File: src/rtl/hazard_pkg.sv
// Shared types for the 5-stage pipeline hazard controller.
// Optional performance counters in hazard_ctrl are enabled by HAZARD_PERF_EN.
package hazard_pkg;

  typedef enum logic [1:0] {
    FWD_RF  = 2'b00,
    FWD_WB  = 2'b01,
    FWD_MEM = 2'b10
  } fwd_sel_t;

  typedef enum logic {
    RUN      = 1'b0,
    MEM_WAIT = 1'b1
  } hz_state_t;

  localparam logic [1:0] RESULT_SRC_LOAD = 2'b01;

endpackage

File: src/rtl/fwd_select.sv
// Single-operand forwarding select for the EX stage; MEM result beats WB result.
module fwd_select
  import hazard_pkg::*;
(
  input  logic [4:0] ex_rs,
  input  logic [4:0] mem_rd,
  input  logic [4:0] wb_rd,
  input  logic       mem_reg_write,
  input  logic       wb_reg_write,
  output fwd_sel_t   fwd
);

  // x0 is hardwired zero, so it is never a forwarding target.
  always_comb begin
    fwd = FWD_RF;
    if (ex_rs != 5'd0) begin
      if (mem_reg_write && (mem_rd == ex_rs)) begin
        fwd = FWD_MEM;
      end else if (wb_reg_write && (wb_rd == ex_rs)) begin
        fwd = FWD_WB;
      end
    end
  end

endmodule

File: src/rtl/hazard_ctrl.sv
// Hazard controller: forwarding, load-use stalls, branch flushes and data-memory wait stalls.
// Define HAZARD_PERF_EN to add the stall/flush performance counters.
module hazard_ctrl
  import hazard_pkg::*;
#(
  parameter int MEM_TIMEOUT = 64,
  parameter int CNT_W       = 32
) (
  input  logic             clk,
  input  logic             rst_n,
  input  logic [4:0]       de_rs1,
  input  logic [4:0]       de_rs2,
  input  logic [4:0]       ex_rs1,
  input  logic [4:0]       ex_rs2,
  input  logic [4:0]       ex_rd,
  input  logic [1:0]       ex_result_src,
  input  logic             ex_pc_src,
  input  logic [4:0]       mem_rd,
  input  logic [4:0]       wb_rd,
  input  logic             mem_reg_write,
  input  logic             wb_reg_write,
  input  logic             mem_req,
  input  logic             mem_ready,
  output logic [1:0]       fwd_a,
  output logic [1:0]       fwd_b,
  output logic             if_stall,
  output logic             de_stall,
  output logic             ex_stall,
  output logic             mem_stall,
  output logic             de_flush,
  output logic             ex_clear,
`ifdef HAZARD_PERF_EN
  output logic [CNT_W-1:0] perf_stall_cnt,
  output logic [CNT_W-1:0] perf_flush_cnt,
`endif
  output logic             mem_timeout
);

  localparam int               WAIT_W   = $clog2(MEM_TIMEOUT + 1);
  localparam logic [WAIT_W-1:0] WAIT_MAX = WAIT_W'(MEM_TIMEOUT);

  hz_state_t         state_q, state_d;
  logic              flush_pend_q, flush_pend_d;
  logic [WAIT_W-1:0] wait_cnt_q, wait_cnt_d;
  logic              mem_timeout_q, mem_timeout_d;

  fwd_sel_t fwd_a_sel, fwd_b_sel;
  logic     lw_hazard;
  logic     stall_all, lw_stall, flush, clear;

  fwd_select u_fwd_a (
    .ex_rs         (ex_rs1),
    .mem_rd        (mem_rd),
    .wb_rd         (wb_rd),
    .mem_reg_write (mem_reg_write),
    .wb_reg_write  (wb_reg_write),
    .fwd           (fwd_a_sel)
  );

  fwd_select u_fwd_b (
    .ex_rs         (ex_rs2),
    .mem_rd        (mem_rd),
    .wb_rd         (wb_rd),
    .mem_reg_write (mem_reg_write),
    .wb_reg_write  (wb_reg_write),
    .fwd           (fwd_b_sel)
  );

  assign lw_hazard = (ex_result_src == RESULT_SRC_LOAD) && (ex_rd != 5'd0) &&
                     ((ex_rd == de_rs1) || (ex_rd == de_rs2));

  always_comb begin
    state_d       = state_q;
    flush_pend_d  = flush_pend_q;
    wait_cnt_d    = wait_cnt_q;
    mem_timeout_d = mem_timeout_q;
    stall_all     = 1'b0;
    lw_stall      = 1'b0;
    flush         = 1'b0;
    clear         = 1'b0;
    case (state_q)
      RUN: begin
        // A branch resolving on the stall-entry cycle is held until the wait ends.
        if (mem_req && !mem_ready) begin
          stall_all    = 1'b1;
          state_d      = MEM_WAIT;
          flush_pend_d = ex_pc_src;
          wait_cnt_d   = '0;
        end else if (ex_pc_src) begin
          flush = 1'b1;
          clear = 1'b1;
        end else if (lw_hazard) begin
          lw_stall = 1'b1;
          clear    = 1'b1;
        end
      end
      MEM_WAIT: begin
        if (mem_ready) begin
          state_d      = RUN;
          wait_cnt_d   = '0;
          flush_pend_d = 1'b0;
          if (flush_pend_q || ex_pc_src) begin
            flush = 1'b1;
            clear = 1'b1;
          end
        end else begin
          stall_all = 1'b1;
          if (ex_pc_src) begin
            flush_pend_d = 1'b1;
          end
          if (wait_cnt_q != WAIT_MAX) begin
            wait_cnt_d = wait_cnt_q + 1'b1;
          end
          if (wait_cnt_d == WAIT_MAX) begin
            mem_timeout_d = 1'b1;
          end
        end
      end
      default: state_d = RUN;
    endcase
  end

  always_ff @(posedge clk) begin
    if (!rst_n) begin
      state_q       <= RUN;
      flush_pend_q  <= 1'b0;
      wait_cnt_q    <= '0;
      mem_timeout_q <= 1'b0;
    end else begin
      state_q       <= state_d;
      flush_pend_q  <= flush_pend_d;
      wait_cnt_q    <= wait_cnt_d;
      mem_timeout_q <= mem_timeout_d;
    end
  end

  // Every output is held low while reset is asserted.
  assign fwd_a       = rst_n ? fwd_a_sel : 2'b00;
  assign fwd_b       = rst_n ? fwd_b_sel : 2'b00;
  assign if_stall    = rst_n & (stall_all | lw_stall);
  assign de_stall    = rst_n & (stall_all | lw_stall);
  assign ex_stall    = rst_n & stall_all;
  assign mem_stall   = rst_n & stall_all;
  assign de_flush    = rst_n & flush;
  assign ex_clear    = rst_n & clear;
  assign mem_timeout = rst_n & mem_timeout_q;

`ifdef HAZARD_PERF_EN
  logic [CNT_W-1:0] perf_stall_cnt_q, perf_stall_cnt_d;
  logic [CNT_W-1:0] perf_flush_cnt_q, perf_flush_cnt_d;

  always_comb begin
    perf_stall_cnt_d = perf_stall_cnt_q + CNT_W'(if_stall);
    perf_flush_cnt_d = perf_flush_cnt_q + CNT_W'(de_flush);
  end

  always_ff @(posedge clk) begin
    if (!rst_n) begin
      perf_stall_cnt_q <= '0;
      perf_flush_cnt_q <= '0;
    end else begin
      perf_stall_cnt_q <= perf_stall_cnt_d;
      perf_flush_cnt_q <= perf_flush_cnt_d;
    end
  end

  assign perf_stall_cnt = perf_stall_cnt_q;
  assign perf_flush_cnt = perf_flush_cnt_q;
`endif

endmodule

File: config.mk
export PLATFORM = sky130hd
export DESIGN_NAME = hazard_ctrl
export DESIGN_NICKNAME = d
export VERILOG_FILES = /design/src/rtl/hazard_pkg.sv /design/src/rtl/fwd_select.sv /design/src/rtl/hazard_ctrl.sv
export SDC_FILE = /design/constraint.sdc
export NUM_CORES = 1
export LEC_CHECK = 0
export BUFFER_PORTS_ARGS = -buffer_cell sky130_fd_sc_hd__buf_4
export CORE_MARGIN = 2
export CORE_UTILIZATION = 46
export CTS_CLUSTER_SIZE = 40
export DETAILED_ROUTE_END_ITERATION = 10
export GPL_ROUTABILITY_DRIVEN = 0
export GPL_TIMING_DRIVEN = 0
export PLACE_DENSITY = 0.8
export SETUP_SLACK_MARGIN = 0.2
export SYNTH_ARGS = -nofsm -noshare
export SYNTH_HDL_FRONTEND = slang
export SYNTH_SLANG_ARGS = --single-unit
File: constraint.sdc
create_clock -name clk -period 1.7 [get_ports clk]
set_clock_uncertainty 0.1 [all_clocks]
set_input_delay 0.34 -clock clk [delete_from_list [all_inputs] [get_ports clk]]
set_output_delay 0.34 -clock clk [all_outputs]
set_load 0.02 [all_outputs]
==> results of run 1 <==
==> cells by family (layout without fill, tap and decap cells) <==
| logic type | Yosys count | count (layout) | synth area share |
|---|---|---|---|
| flip-flops | 10 | 10 | 0.179 |
| XOR/XNOR | 33 | 33 | 0.258 |
| adder cells (fa/ha/maj) | 2 | 2 | 0.0223 |
| multiplexers | 1 | 1 | 0.0101 |
| AO/OA/AOI/OAI | 29 | 29 | 0.197 |
| buffers and inverters | 10 | 85 | 0.0469 |
| AND/OR/NAND/NOR | 56 | 56 | 0.287 |
==> synth_stat cells, types with 2 or more instances <==
cell type   n  area, um2
a21oi_1     3       15.0
nor3_1      5       25.0
xor2_1     19        166
inv_2       2       7.51
o21ai_1     6       30.0
nand4_1     4       25.0
nor2b_1     3       18.8
and3_1      3       18.8
nor3b_1     2       15.0
dfxtp_1    10        200
and2_1      2       12.5
nor2_1     13       48.8
or4_1       3       22.5
nand2b_1    2       12.5
o21ai_0     2       10.0
inv_1       5       18.8
a211oi_1    3       22.5
nand2_1     7       26.3
ha_1        2       25.0
nand3_1     4       20.0
a21o_1      2       15.0
nor4_1      4       25.0
xnor2_1    14        123
buf_4       2       15.0
==> stage by stage <==
| step | instance area (um2) | total power [mW] | hold slack [ps] |
|---|---|---|---|
| CTS | 1940 | 0.918 | 214 |
| floorplan | 1270 | 0.482 | 319 |
| detailed placement | 1710 | 0.644 | 395 |
| global placement | 1710 | 0.632 | 385 |
| global route | 2050 | 1.05 | 224 |
| finish | 2050 | 1.01 | 211 |
==> metal layers <==
layer / vias up / share of wire / track usage
met5: - / 0 / 0
met4: 0 / 0.012 / 0.0598
met3: 8 / 0.054 / 0.0763
met2: 48 / 0.54 / 0.537
met1: 664 / 0.39 / 0.305
li1: 662 / - / -
==> path summary, 6_finish.rpt <==
check	start	slack, ps	endpoint	cells past startpoint
setup / recovery	ex_rd[4]	-280	if_stall	6
hold / removal	mem_ready	210	state_q	2
setup reg to reg	wait_cnt_q[0]	170	mem_timeout_q	5
hold reg to reg	wait_cnt_q[6]	460	wait_cnt_q[6]	2
==> sequential cells by signal, indices dropped and copies added, names as in the netlist <==
| name | count |
|---|---|
| mem_timeout_q | 1 |
| state_q | 1 |
| wait_cnt_q | 7 |
| flush_pend_q | 1 |
==> cell type report <==
type                            instances  area share
Sequential cell                        10       0.104
Multi-Input combinational cell        121       0.537
Buffer                                  3      0.0128
Tap cell                               28      0.0171
Inverter                                7      0.0153
Timing Repair Buffer                   72       0.303
Clock buffer                            3      0.0110
==> power by group <==
group	internal (mW)	switching, mW	total [mW]
clock	0.0821	0.0922	0.174
sequential	0.253	0.0247	0.278
combinational	0.307	0.246	0.553
==> worst max-delay path, stage by stage <==
cell	delay, ps
buf_8	100
or4_4	540
o21ai_4	180
o41ai_4	110
buf_4	140
buf_6	120
==> cells in the final DEF (no fill, tap or decap), drive strengths merged, types with 2 or more instances in the layout <==
master / Yosys / layout
buf: 3 / 75
xor2: 19 / 19
xnor2: 14 / 14
nor2: 13 / 13
dfxtp: 10 / 10
o21ai: 8 / 8
nand2: 7 / 7
inv: 7 / 7
nor3: 6 / 6
nand3: 4 / 4
nand4: 4 / 4
nor4: 4 / 4
a21oi: 4 / 4
or4: 3 / 3
a211oi: 3 / 3
clkbuf: 0 / 3
and3: 3 / 3
nor2b: 3 / 3
nor3b: 2 / 2
nand2b: 2 / 2
a21o: 2 / 2
o32ai: 2 / 2
and2: 2 / 2
ha: 2 / 2
==> timing repair <==
item / 4_1_cts / 5_1_grt
hold buffers: 0 / 0
pin swaps: 28 / 10
resized for setup: 35 / 14
setup endpoints to repair: 15 / 16
cloned: 0 / 0
setup buffers: 12 / 6
==> flow_summary.toml, run 1 <==
[flow_run]
drv_cap = 0

[synthesis]
syn_area_um2 = 1120
synth_cell_type_count = 43
ys.flop_type = "dfxtp_1"
synth_seq_cells = 10
syn_inst = 141
syn-num-nets = 187
synth_edf_count = 0
yosysWarnings = 0
synthArstFlopShare = 0
yosysSeqAreaShare = 0.179
avgSynthCellArea_um2 = 7.94

[timing]
final.min_clock_period_ps = 1980
max_slew_margin = 0.752
fin_tns_setup_ps = -1280
report.final.slew_viol_count = 0
fmax_ghz = 0.506
timing.final.crit_share = 1.16
worst_pin_slew_ps = 368
rsz0062_at_grt = "yes"
final_hold_viol_count = 0
setup_slack_ps = -275
finalSetupViolCount = 8

[setup_path]
crit_path_start_kind = "input port"
critical_path_arrival_ps = 1540
critPathKind = "input port to output pin"
cp.required_ps = 1260
setup.worst_path.end_class = "output pin"
cp_max_fo = 3

[clocking]
clk_pin_slew_worst_paths_ps = 70
cts_tree = "yes"
clock_latency_ps = 270
cts-root-buf = "clkbuf_4"
htreeDepth = 1
cts_buffers = 3
ctsLongestPathBuffers = 2
clock-sinks = 10

[drt]
routed_wl_mm = 4.13
drcViolationCount = 0
wl_per_cell_um = 16.9
drtIter0Drc = 46
dr.pass1.iters = 4
ant_nets = 0
vias_per_cell = 5.66
num_vias = 1382

[hold_path]
hold_class = "input port to register"

[cells_and_area]
final_nets = 264
multi_input_area_um2 = 1100
instances_no_fill = 244
seq_area_um2 = 213
fin_util = 0.908
syn_to_final_growth_pct = 82.8
fill_cells = 89
drive_above_1_share = 0.565
diodes = 0

[grt]
antenna_found_initial = 0
grt_pass1_wl_mm = 5.85
grt-ovfl-total = 0
grt_pass1_vias = 1374
grt_usage = 0.282
grt_max_degree = 10

[floorplan]
dieArea_um2 = 2850
core_um2 = 2250
die_x_um = 53.3
start_util = 0.497
num_io_pins = 55
die_h_um = 53.3
rows = 17

[pwr]
peakVddDrop_uv = 473
cellPowerDensity_nw_per_um2 = 491
power.leakage_nw = 0.864

[placement]
placed_cells = 223
port_buffers = 54
pre_cts_slack_ps = -363
dp_hpwl_mm = 2.61

[outcome]
violations = "setup timing"
status = "finished, violations left"
No activity file was read; power rests on OpenSTA's default activity.
==> inputs of run 2 (changes only) <==
- CORE_UTILIZATION: 46 -> 40
- PLACE_DENSITY: 0.8 -> 0.71
- SLEW_MARGIN: not set -> 0
==> flow_summary.toml, run 2 (same netlist as run 1, synthesis figures left out) <==
[floorplan]
die_h_um = 56.9
die_x_um = 56.9
dieArea_um2 = 3240
num_io_pins = 55
core_um2 = 2710
start_util = 0.413
rows = 19

[setup_path]
critical_path_arrival_ps = 1540
cp_cell_sequence = "buf_8 -> or4_4 -> o21ai_4 -> o41ai_4 -> buf_4 -> buf_6"
r2r_slack_ps = 40
crit_path_start_kind = "input port"
cp.required_ps = 1260
reg2reg_to = "wait_cnt_q[2]"
critical-path-slowest-cell = "or4_4"
r2r_cells = 7
timing.rr.start = "wait_cnt_q[0]"
path_buf_inv = 3
setup.worst_path.end_class = "output pin"
critPathMaxStageDelay_ps = 540
critPathKind = "input port to output pin"
critPathTopFamily = "simple AND/OR/NAND/NOR gates"
cp_max_fo = 3

[clocking]
cts_buffers = 3
clock_latency_ps = 270
ctsLongestPathBuffers = 2
hold_buffers = 0
cts_tree = "yes"
cts-root-buf = "clkbuf_4"
htreeDepth = 1
clk_pin_slew_worst_paths_ps = 60
clock-sinks = 10

[drt]
vias_per_cell = 5.76
wl_per_cell_um = 17.0
routed_wl_mm = 4.35
num_vias = 1474
drtIter0Drc = 74
drcViolationCount = 0
dr.pass1.iters = 4
ant_nets = 0

[flow_run]
drv_cap = 0

[placement]
port_buffers = 54
placed_area_um2 = 1710
dp_hpwl_mm = 2.62

[timing]
final.min_clock_period_ps = 1980
finalSetupViolCount = 8
worst_pin_slew_ps = 387
report.final.slew_viol_count = 0
timing.final.crit_share = 1.17
fin_tns_setup_ps = -1450
final_hold_viol_count = 0
max_slew_margin = 0.741
rsz0062_at_grt = "yes"
fmax_ghz = 0.504
setup_slack_ps = -282

[outcome]
violations = "setup timing"
status = "finished, violations left"

[pwr]
cellPowerDensity_nw_per_um2 = 481
peakVddDrop_uv = 572
power.leakage_nw = 0.917

[grt]
antenna_found_initial = 0
grt_pass1_vias = 1459
grt_pass1_wl_mm = 6.53
grt-ovfl-total = 0
grt_max_degree = 10
grt_usage = 0.254

[cells_and_area]
layout.cells.most_common_list = "58 x buf_4, 21 x buf_6, 19 x xor2_1"
diodes = 0
fill_cells = 166
stdcell_area_um2 = 2210
largest-register = "wait_cnt_q"
syn_to_final_growth_pct = 97.1
drive_above_1_share = 0.609
final_nets = 273
largest_reg_flops = 7
layout_commonest_cell = "buf_4"

[hold_path]
worstHoldStart = "mem_ready"
min_path_cells = 2
hold_class = "input port to register"
min_to = "state_q"
==> run 2: changes by cell type in the layout (fill, tap and decap cells not counted), moves of 2 or more <==
cell and delta:
buf_8 +2, buf_6 +3, buf_4 +3, and3_4 +2
==> run 2: cell type report <==
cell class | count | area (um2) | area share
flip-flops and latches | 10 | 214 | 0.0969
repair buffers | 81 | 726 | 0.329
multi-input cells | 121 | 1150 | 0.522
plain buffers | 3 | 26.3 | 0.0119
well taps | 31 | 38.8 | 0.0176
clock buffers | 3 | 22.5 | 0.0102
inverters | 7 | 28.8 | 0.0130
==> run 2: metrics by stage <==
step	setup WS, ps	total power, mW	instances	hold slack (ps)	utilization
after floorplan	-222	0.482	141	319	-
after global placement	-367	0.633	226	399	0.631
after detailed placement	-395	0.644	226	408	0.631
after CTS	-290	0.952	246	220	0.754
after global routing	-301	1.11	256	237	0.814
final	-282	1.06	256	225	0.814
==> run 2: power by group <==
part | switching, mW | total [mW] | leakage (nW) | internal [mW]
combinational | 0.277 | 0.613 | 0.820 | 0.336
clock | 0.0869 | 0.169 | 0.0138 | 0.0822
sequential | 0.0260 | 0.280 | 0.0841 | 0.254
==> run 2: layer usage <==
metal,part of all wire,vias up,GRT usage
met5,0,-,0
met4,0.018,0,0.0930
met3,0.082,12,0.0461
met2,0.54,93,0.473
met1,0.36,692,0.285
li1,-,677,-
==> run 2: timing repair <==
| action | 4_1_cts | 5_1_grt |
|---|---|---|
| setup buffers | 17 | 10 |
| gates resized for setup | 44 | 21 |
| pin swaps | 31 | 18 |
| cloned | 0 | 0 |
| endpoints found under the setup margin | 15 | 17 |
==> run 2: worst max path at each step <==
stage,slack [ps],end,cells after the start,start
finish,-280,if_stall,6,ex_rd[4]
detailed placement,-400,if_stall,7,mem_req
global placement,-370,if_stall,6,ex_rd[1]
CTS,-290,fwd_a[1],6,ex_rs1[2]
global route,-300,if_stall,6,ex_rd[4]
floorplan,-220,if_stall,5,mem_req
==> run 2: worst reg2reg max path, cell delays in order (launching register included) <==
cell	delay (ps)
dfxtp_4	370
inv_4	70
ha_4	130
nor4b_4	330
buf_4	220
a211oi_4	60
o21ai_1	190
o21ai_1	80
